## config.mk

```make
export PLATFORM = sky130hd
export DESIGN_NAME = arith_unit
export DESIGN_NICKNAME = d
export VERILOG_FILES = /design/src/rtl/arith_unit_pkg.sv /design/src/rtl/arith_unit_oc_adder.sv /design/src/rtl/arith_unit.sv
export SDC_FILE = /design/constraint.sdc
export NUM_CORES = 1
export LEC_CHECK = 0
export ABC_AREA = 1
export ABC_CLOCK_PERIOD_IN_PS = 4600
export BUFFER_PORTS_ARGS = -buffer_cell sky130_fd_sc_hd__buf_2
export CORE_MARGIN = 2
export CORE_UTILIZATION = 60
export DETAILED_ROUTE_END_ITERATION = 10
export GPL_TIMING_DRIVEN = 1
export HOLD_SLACK_MARGIN = 0.03
export PLACE_DENSITY = 0.8
export SYNTH_ARGS = -nofsm -noshare
export SYNTH_HDL_FRONTEND = slang
export SYNTH_SLANG_ARGS = --single-unit
```

## constraint.sdc

```tcl
create_clock -name clk -period 4.6 [get_ports clk]
set_clock_uncertainty 0.1 [all_clocks]
set_input_delay 0.46 -clock clk [delete_from_list [all_inputs] [get_ports clk]]
set_output_delay 0.46 -clock clk [all_outputs]
set_load 0.05 [all_outputs]
```

## src/rtl/arith_unit_pkg.sv

```systemverilog
// Shared word-format constants and helpers for the arithmetic unit and its
// ones'-complement adder.
package arith_unit_pkg;

  localparam int WORD_W   = 31;
  localparam int SIGN_BIT = WORD_W - 1;
  localparam int MAG_MSB  = WORD_W - 2;

  typedef logic [WORD_W-1:0] word_t;

  // Ones'-complement has two zeros; neither is normalised to the other.
  localparam word_t OC_POS_ZERO = '0;
  localparam word_t OC_NEG_ZERO = '1;

  // True when two or more request bits are set.
  function automatic logic multi_hot(input logic [4:0] req);
    return (req & (req - 5'd1)) != 5'd0;
  endfunction

endpackage

```

## src/rtl/arith_unit_oc_adder.sv

```systemverilog
// Combinational ones'-complement adder with end-around carry and sign-rule
// overflow; shared with the op unit.
module oc_adder
  import arith_unit_pkg::*;
(
  input  logic [WORD_W-1:0] a,
  input  logic [WORD_W-1:0] b,
  output logic [WORD_W-1:0] sum,
  output logic              overflow
);

  logic [WORD_W:0] raw;

  // The second add can never carry again: the low word of a+b with a carry
  // out is at most all-ones minus one.
  always_comb begin
    raw      = {1'b0, a} + {1'b0, b};
    sum      = raw[WORD_W-1:0] + {{(WORD_W-1){1'b0}}, raw[WORD_W]};
    overflow = (a[SIGN_BIT] == b[SIGN_BIT]) && (sum[SIGN_BIT] != a[SIGN_BIT]);
  end

endmodule

```

## src/rtl/arith_unit.sv

```systemverilog
// Arithmetic-unit datapath: working registers A, B, C updated by one-cycle
// operation pulses, with per-register priority and conflict detection.
module arith_unit
  import arith_unit_pkg::*;
(
  input  logic              clk,
  input  logic              resetn,
  input  logic              do_clear_a,
  input  logic              do_clear_b,
  input  logic              do_clear_c,
  input  logic              do_not_a,
  input  logic              do_not_b,
  input  logic              do_sum,
  input  logic              do_and,
  input  logic              do_set_c_30,
  input  logic              do_left_shift_b,
  input  logic              do_left_shift_c,
  input  logic              do_left_shift_c29,
  input  logic              do_right_shift_bc,
  input  logic              do_move_c_to_a,
  input  logic              do_move_c_to_b,
  input  logic              do_move_b_to_c,
  input  logic              do_load_b_from_mem,
  input  logic [WORD_W-1:0] mem_data_in,
  output logic [WORD_W-1:0] reg_a_to_mem,
  output logic              reg_a_sign,
  output logic              reg_b_sign,
  output logic              reg_c_sign,
  output logic              overflow,
  output logic              conflict_err
);

  word_t reg_a, reg_b, reg_c;
  word_t next_a, next_b, next_c;
  logic  ovf_q, next_ovf;
  logic  conflict_q, next_conflict;

  word_t sum_res;
  logic  sum_ovf;

  oc_adder u_adder (
    .a        (reg_a),
    .b        (reg_b),
    .sum      (sum_res),
    .overflow (sum_ovf)
  );

  logic c_shift_req;
  logic b_taken_above_rsh;
  logic c_taken_above_rsh;
  logic rsh_win;
  logic conflict_a, conflict_b, conflict_c;

  // NOTE: every signal written here gets a default first, so no path through
  // the priority chains can leave a value unassigned and infer a latch.
  always_comb begin
    c_shift_req       = do_right_shift_bc | do_left_shift_c | do_left_shift_c29;
    b_taken_above_rsh = do_clear_b | do_load_b_from_mem | do_move_c_to_b |
                        do_not_b | do_left_shift_b;
    c_taken_above_rsh = do_clear_c | do_move_b_to_c;
    // The BC shift is all-or-nothing: losing either half cancels both halves.
    rsh_win           = do_right_shift_bc & ~b_taken_above_rsh & ~c_taken_above_rsh;

    conflict_a = ~do_clear_a &
                 multi_hot({1'b0, do_move_c_to_a, do_sum, do_and, do_not_a});
    conflict_b = ~do_clear_b &
                 multi_hot({do_load_b_from_mem, do_move_c_to_b, do_not_b,
                            do_left_shift_b, do_right_shift_bc});
    // set_c_30 merges with a C shift (quotient-bit idiom), so it only counts
    // as a competing writer when no shift of C is requested.
    conflict_c = ~do_clear_c &
                 multi_hot({do_move_b_to_c, do_right_shift_bc, do_left_shift_c,
                            do_left_shift_c29, do_set_c_30 & ~c_shift_req});
    next_conflict = conflict_a | conflict_b | conflict_c;

    next_a   = reg_a;
    next_ovf = ovf_q;
    if (do_clear_a) begin
      next_a   = OC_POS_ZERO;
      next_ovf = 1'b0;
    end else if (do_move_c_to_a) begin
      next_a = reg_c;
    end else if (do_sum) begin
      next_a   = sum_res;
      next_ovf = ovf_q | sum_ovf;
    end else if (do_and) begin
      next_a = reg_a & reg_b;
    end else if (do_not_a) begin
      next_a = ~reg_a;
    end

    next_b = reg_b;
    if (do_clear_b)              next_b = OC_POS_ZERO;
    else if (do_load_b_from_mem) next_b = mem_data_in;
    else if (do_move_c_to_b)     next_b = reg_c;
    else if (do_not_b)           next_b = ~reg_b;
    else if (do_left_shift_b)    next_b = {reg_b[MAG_MSB:0], 1'b0};
    else if (rsh_win)            next_b = {reg_b[SIGN_BIT], reg_b[SIGN_BIT:1]};

    next_c = reg_c;
    if (do_clear_c) begin
      next_c = OC_POS_ZERO;
    end else if (do_move_b_to_c) begin
      next_c = reg_b;
    end else begin
      if (rsh_win)                next_c = {reg_c[SIGN_BIT], reg_b[0], reg_c[MAG_MSB:1]};
      else if (do_left_shift_c)   next_c = {reg_c[MAG_MSB:0], 1'b0};
      else if (do_left_shift_c29) next_c = {reg_c[SIGN_BIT], reg_c[MAG_MSB-1:0], 1'b0};
      if (do_set_c_30)            next_c[SIGN_BIT] = 1'b1;
    end
  end

  // NOTE: state updates use non-blocking assignments so every operation sees
  // pre-edge values; this is what makes the simultaneous B/C move a swap.
  always_ff @(posedge clk or negedge resetn) begin
    if (!resetn) begin
      reg_a      <= OC_POS_ZERO;
      reg_b      <= OC_POS_ZERO;
      reg_c      <= OC_POS_ZERO;
      ovf_q      <= 1'b0;
      conflict_q <= 1'b0;
    end else begin
      reg_a      <= next_a;
      reg_b      <= next_b;
      reg_c      <= next_c;
      ovf_q      <= next_ovf;
      conflict_q <= next_conflict;
    end
  end

  assign reg_a_to_mem = reg_a;
  assign reg_a_sign   = reg_a[SIGN_BIT];
  assign reg_b_sign   = reg_b[SIGN_BIT];
  assign reg_c_sign   = reg_c[SIGN_BIT];
  assign overflow     = ovf_q;
  assign conflict_err = conflict_q;

endmodule

```

==> impl_metrics.tcl, run 1 <==
set metrics [dict create \
    syn-num-nets 1595 \
    async_reset_ff_share_pct 100.0 \
    ir_drop_mv 0.2006 \
    crit_type "reg -> reg" \
    grt_pass1_wl_um 49490 \
    grt_max_degree 62 \
    cp_slowest_cell "dfrtp_1" \
    cts.htree.levels 3 \
    synth_flop_cell "dfrtp_1" \
    hold_depth 2 \
    grt_pass1_vias 9337 \
    seq_area_frac_synth_pct 25.79 \
    wl_per_cell_um 17.91 \
    gr-total-overflow 0 \
    dieWidth_um 127.9 \
    r2r_end "reg_a_to_mem[26]" \
    grtUsageTotal_pct 38.51 \
    num_rows 45 \
    rsz0062_at_grt "no" \
    coreArea_sq_um 15090 \
    setup.worst_path.end_class "flop" \
    finalNetCount 1634 \
    critPathBufInv 2 \
    cp.required_ns 4.75 \
    cts_root_buf "clkbuf_16" \
    ctsLongestPathBuffers 2 \
    cp.arrival_ns 4.39 \
    crit_top_cell "nand2_1" \
    finalWirelength_um 31230 \
    dieArea_sq_um 16370 \
    postSynthCellCount 1512 \
    ys_warn_count 0 \
    rr_worst_depth 30 \
    hold_path.class "in -> reg" \
    max_slew.worst_pin.slew_ns 1.112 \
    die_y_um 127.9 \
    r2r-start "reg_b[3]" \
    cp_max_fo 7 \
    clock-sinks 95 \
    diodes 0 \
    period_minus_slack_ns 4.236 \
    crit_family "simple AND/OR/NAND/NOR gates" \
    ys_types 47 \
    vias 10720 \
    setup_viol 0 \
    cts_tree "built" \
    viasPerCell 6.149 \
    drive_gt1_share_pct 10.22 \
    design.portCount 85 \
    layout_commonest_cell "nand2_1" \
    worstSetupStartpointType "flop" \
    cpPeakStageDelay_ns 0.46 \
    path_clk_slew_ns 0.08 \
    start_util_pct 61.08 \
    gp_congestion 1.031 \
    area_delta_synth_final_pct 8.743 \
    insertion_delay_ns 0.35 \
    powerDensity_nw_per_um2 281.2 \
    r2r_slack_ns 0.36 \
    post_synth.cell_area_avg_sq_um 6.095 \
    hold_viol_final 0 \
    cap_violations 0 \
    dpl.hpwl_um 23360 \
    fin_crit_sh_pct 92.09 \
    synth_area_sq_um 9216 \
    drc_errors 0 \
    holdCritStartpoint "do_clear_a" \
    holdPathEnd "overflow" \
    outcome "complete, no violations" \
    cts_buffers 9 \
    portBuffers 84 \
    layout_common_cells "nand2_1 (435), inv_1 (218), o21ai_0 (184)" \
    maxSlewViolCount 0 \
    drt_iter0_drc 1064 \
    antenna_found_initial 0 \
    synth-edff-count 0 \
    holdWs_ns 0.2567 \
    ys_seq_elements 95 \
    p_leak_nw 5.095 \
    tns_ns 0 \
    first_pass_iters 8 \
    max_freq_ghz 0.2361 \
    cts_setup_buffers 0 \
    slew_headroom_pct 25.68 \
    drtAntennaViolNets 0 \
]
how the worst max path moves through the flow:
| stage | from | slack (ns) | to | depth (start not counted) |
|---|---|---|---|---|
| after floorplan | reg_a_to_mem[2] | 0.85 | overflow | 29 |
| after global placement | reg_b[3] | 0.47 | reg_a_to_mem[26] | 30 |
| after detailed placement | reg_b[3] | 0.40 | reg_a_to_mem[26] | 30 |
| after CTS | reg_b[3] | 0.39 | reg_a_to_mem[26] | 30 |
| after global routing | reg_b[11] | 0.004 | reg_a_to_mem[30] | 30 |
| final | reg_b[3] | 0.36 | reg_a_to_mem[26] | 30 |
through the flow:
| step | power, mW | area, sq um | util, % | instances | setup slack [ns] |
|---|---|---|---|---|---|
| 4_1_cts | 2.783 | 10010 | 66.32 | 1744 | 0.3870 |
| 5_1_grt | 2.969 | 10020 | 66.42 | 1744 | 0.003756 |
| 2_1_floorplan | 1.708 | 9216 | - | 1512 | 0.8503 |
| 6_report | 2.818 | 10020 | 66.42 | 1744 | 0.3640 |
| 3_5_place_dp | 2.003 | 9689 | 64.21 | 1727 | 0.3998 |
| 3_3_place_gp | 1.996 | 9689 | 64.21 | 1727 | 0.4715 |
registers in the layout (all words and copies together) (netlist names):
name,cells
conflict_err,1
overflow,1
reg_a_to_mem,31
reg_b,31
reg_c,31
power breakdown:
group	switching [mW]	internal, mW
clock	0.348	0.440
sequential	0.0892	0.903
combinational	0.733	0.305
cells in the mapped netlist (4+ instances only):
cell	instances	area [sq um]
nand2_1	435	1633
inv_1	218	818.3
o21ai_0	184	920.9
a21oi_1	117	585.6
dfrtp_1	95	2377
nor2_1	91	341.6
nand3_1	77	385.4
o22ai_1	53	331.6
clkbuf_1	52	195.2
ha_1	33	412.9
o221ai_1	29	254.0
nand2_2	14	87.58
buf_2	10	50.05
o211ai_1	10	75.07
a32o_1	8	80.08
nand3_2	8	80.08
nand4_1	7	43.79
inv_2	6	22.52
nor3_1	6	30.03
mux2i_1	5	50.05
nor2_2	5	31.28
nor2_4	5	56.30
buf_1	4	15.01
clkinv_1	4	15.01
area by class of cell:
cell class                      instances  area [sq um]
Tap cell                              188         235.2
Inverter                              228         855.8
Clock buffer                           10         239.0
Clock inverter                          6         68.82
Fill cell                            1479          5067
Multi-Input combinational cell       1122          5738
Sequential cell                        95          2377
Timing Repair Buffer                   95         508.0
repair_timing:
action | in CTS | in global routing
hold buffers | 1 | 0
endpoints found under the setup margin | 0 | 2
hold endpoints to repair | 39 | 0
gates resized for setup | 0 | 3
worst reg2reg max path: cells and delay by family, from the launching register on:
family	cells	cell delay [ns]
fa+ha+maj	3	0.83
flops	1	0.46
buf+inv	2	0.13
compound gates	2	0.29
simple gates	23	2.33
per-layer routing:
layer,GRT usage (%),share of wire (%),up-vias,wire (um)
met5,0,0,-,0
met3,5.384,12,72,3612
met2,57.66,43,659,13370
met4,11.31,2.9,0,919
met1,57.95,43,4901,13320
li1,-,-,5091,-
kinds of logic (layout without fill, tap and decap cells):
group                      count (synthesis)  in the layout  share of synthesized area (%)
AOI/OAI and AO/OA                        419            419                          25.90
xor gates and xnor gates                   6              6                         0.7332
adders and majority gates                 34             34                          4.697
buffers and inverters                    295            339                          12.19
DFF                                       95             95                          25.79
muxes                                      5              5                         0.5431
and+or+nand+nor                          658            658                          30.14
Note: power is estimated with default switching activity, not from simulation.
==> run 2: changes to the inputs <==
--- a/config.mk
+++ b/config.mk
@@ -8,10 +8,10 @@
 export ABC_AREA = 1
 export ABC_CLOCK_PERIOD_IN_PS = 4600
 export BUFFER_PORTS_ARGS = -buffer_cell sky130_fd_sc_hd__buf_2
+export CORE_ASPECT_RATIO = 0.6
 export CORE_MARGIN = 2
 export CORE_UTILIZATION = 60
 export DETAILED_ROUTE_END_ITERATION = 10
-export GPL_TIMING_DRIVEN = 1
 export HOLD_SLACK_MARGIN = 0.03
 export PLACE_DENSITY = 0.8
 export SYNTH_ARGS = -nofsm -noshare
==> run 2 against run 1 <==
Sequential share of layout area shrank 0.64 points. Via count grew 2.4%. Setup slack lost 0.13 ns. Total power grew 5.9%. Critical path depth is the same. Final area grew 3.4%. Die area grew 0.20%. Sequential power is essentially flat.
==> impl_metrics.tcl, run 2 (same netlist as run 1, synthesis figures left out) <==
set metrics [dict create \
    outcome "complete, no violations" \
    final-seq-area_sq_um 2392 \
    diodes 0 \
    cp_slowest_cell "dfrtp_1" \
    dpl.hpwl_um 24390 \
    die_y_um 100 \
    slew_headroom_pct 21.61 \
    combinationalPowerShare_pct 36.6 \
    area_delta_synth_final_pct 12.45 \
    cp.required_ns 4.75 \
    crit_type "reg -> reg" \
    drtAntennaViolNets 0 \
    dieArea_sq_um 16400 \
    layout_common_cells "nand2_1 (434), inv_1 (217), o21ai_0 (184)" \
    cts.htree.levels 3 \
    path_clk_slew_ns 0.07 \
    grtUsageTotal_pct 40.54 \
    fin_crit_sh_pct 94.83 \
    maxSlewViolCount 0 \
    hold_path.class "in -> async" \
    multi_input_area_sq_um 5986 \
    setup.worst_path.end_class "flop" \
    portBuffers 84 \
    wl_per_cell_um 18.91 \
    busiest_layer "met1" \
    finalWirelength_um 33320 \
    cp_max_fo 5 \
    vias 10980 \
    cp.arrival_ns 4.51 \
    grt_pass1_wl_um 51950 \
    crit_top_cell "nand2_1" \
    use_met1_pct 59.84 \
    netSwitchingPower_mw 1.205 \
    start_util_pct 60.65 \
    drc_errors 0 \
    num_rows 35 \
    n_fill_cell 1371 \
    ir_drop_mv 0.1881 \
    viasPerCell 6.234 \
    coreArea_sq_um 15200 \
    grt_max_degree 62 \
    powerDensity_nw_per_um2 288.0 \
    antenna_found_initial 0 \
    cap_violations 0 \
    design.portCount 85 \
    cts_tree "built" \
    drt_iter0_drc 1572 \
    clock-sinks 95 \
    gp_congestion 0.9911 \
    finalInstanceArea_sq_um 10360 \
    met3_usage_pct 10.41 \
    max_freq_ghz 0.2292 \
    cpPeakStageDelay_ns 0.48 \
    layout_commonest_cell "nand2_1" \
    gr-total-overflow 0 \
    setup_viol 0 \
    seq_power_share_pct 33.6 \
    switching_share_pct 40.36 \
    max_slew.worst_pin.slew_ns 1.175 \
    worstSetupStartpointType "flop" \
    cts_buffers 9 \
    finalNetCount 1638 \
    postCtsHoldBufs 0 \
    drive_gt1_share_pct 12.83 \
    period_minus_slack_ns 4.362 \
    placed_area_sq_um 9731 \
    post-route-util_pct 68.20 \
    p_int_mw 1.780 \
    dieWidth_um 164 \
    hold_viol_final 0 \
    first_pass_iters 6 \
    power.share.clock_pct 29.8 \
    p_leak_nw 5.078 \
    cts_root_buf "clkbuf_16" \
    grt_pass1_vias 9817 \
    ctsLongestPathBuffers 2 \
    met2_usage_pct 57.34 \
    insertion_delay_ns 0.35 \
]
==> run 2: repair_timing <==
item | CTS | global route
hold endpoints to repair | 0 | 0
endpoints found under the setup margin | 0 | 9
setup buffers | 0 | 2
resized for setup | 0 | 52
==> run 2: power by group through the flow <==
stage	Clock, mW	Combinational (mW)	Sequential, mW
CTS	0.881	1.02	0.984
detailed placement	0	1.01	0.999
finish	0.888	1.09	1.00
global route	0.912	1.20	1.01
global placement	0	1.00	0.996
floorplan	0	0.644	1.06
==> run 2: per-stage QoR <==
step | TNS [ns] | hold slack, ns | cells | setup WS (ns) | total power [mW]
2_1_floorplan | 0 | 0.06441 | 1512 | 0.8503 | 1.708
3_3_place_gp | 0 | 0.4067 | 1745 | 0.3249 | 1.997
3_5_place_dp | 0 | 0.4221 | 1745 | 0.2074 | 2.009
4_1_cts | 0 | 0.1257 | 1760 | 0.1612 | 2.883
5_1_grt | -0.004434 | 0.1620 | 1762 | -0.004434 | 3.121
6_report | 0 | 0.08370 | 1762 | 0.2376 | 2.984
==> run 2: path summary, 6_finish.rpt <==
kind	from	end	slack, ns	cells past startpoint
setup / recovery	reg_b[15]	reg_a_to_mem[24]	0.24	30
hold / removal	resetn	reg_c[26]	0.08	1
setup reg to reg	reg_b[15]	reg_a_to_mem[24]	0.24	30
hold reg to reg	reg_a_to_mem[20]	reg_a_to_mem[20]	0.44	2
max in group asynchronous	resetn	reg_a_to_mem[11]	3.23	2
min in group clk	do_clear_a	overflow	0.26	2
==> run 2: critical path, delay by kind of cell (launching register included) <==
family                     cells  cell delay (ns)
and+or+nand+nor               21             2.21
adders and majority gates      3             0.80
AOI/OAI and AO/OA              3             0.40
DFF                            1             0.48
buffers and inverters          3             0.24
==> run 2: routing by layer <==
layer | up-vias | routed length [um]
met5 | - | 0
met4 | 0 | 1018
met3 | 100 | 4724
met2 | 812 | 13780
met1 | 4975 | 13790
li1 | 5097 | -
==> run 2: layout make-up <==
type | instances | share of cell area [%]
Clock buffer | 9 | 2.173
Clock inverter | 6 | 1.111
Inverter | 228 | 8.258
Multi-Input combinational cell | 1122 | 57.76
Sequential cell | 95 | 23.08
Tap cell | 203 | 2.451
Timing Repair Buffer | 99 | 5.167
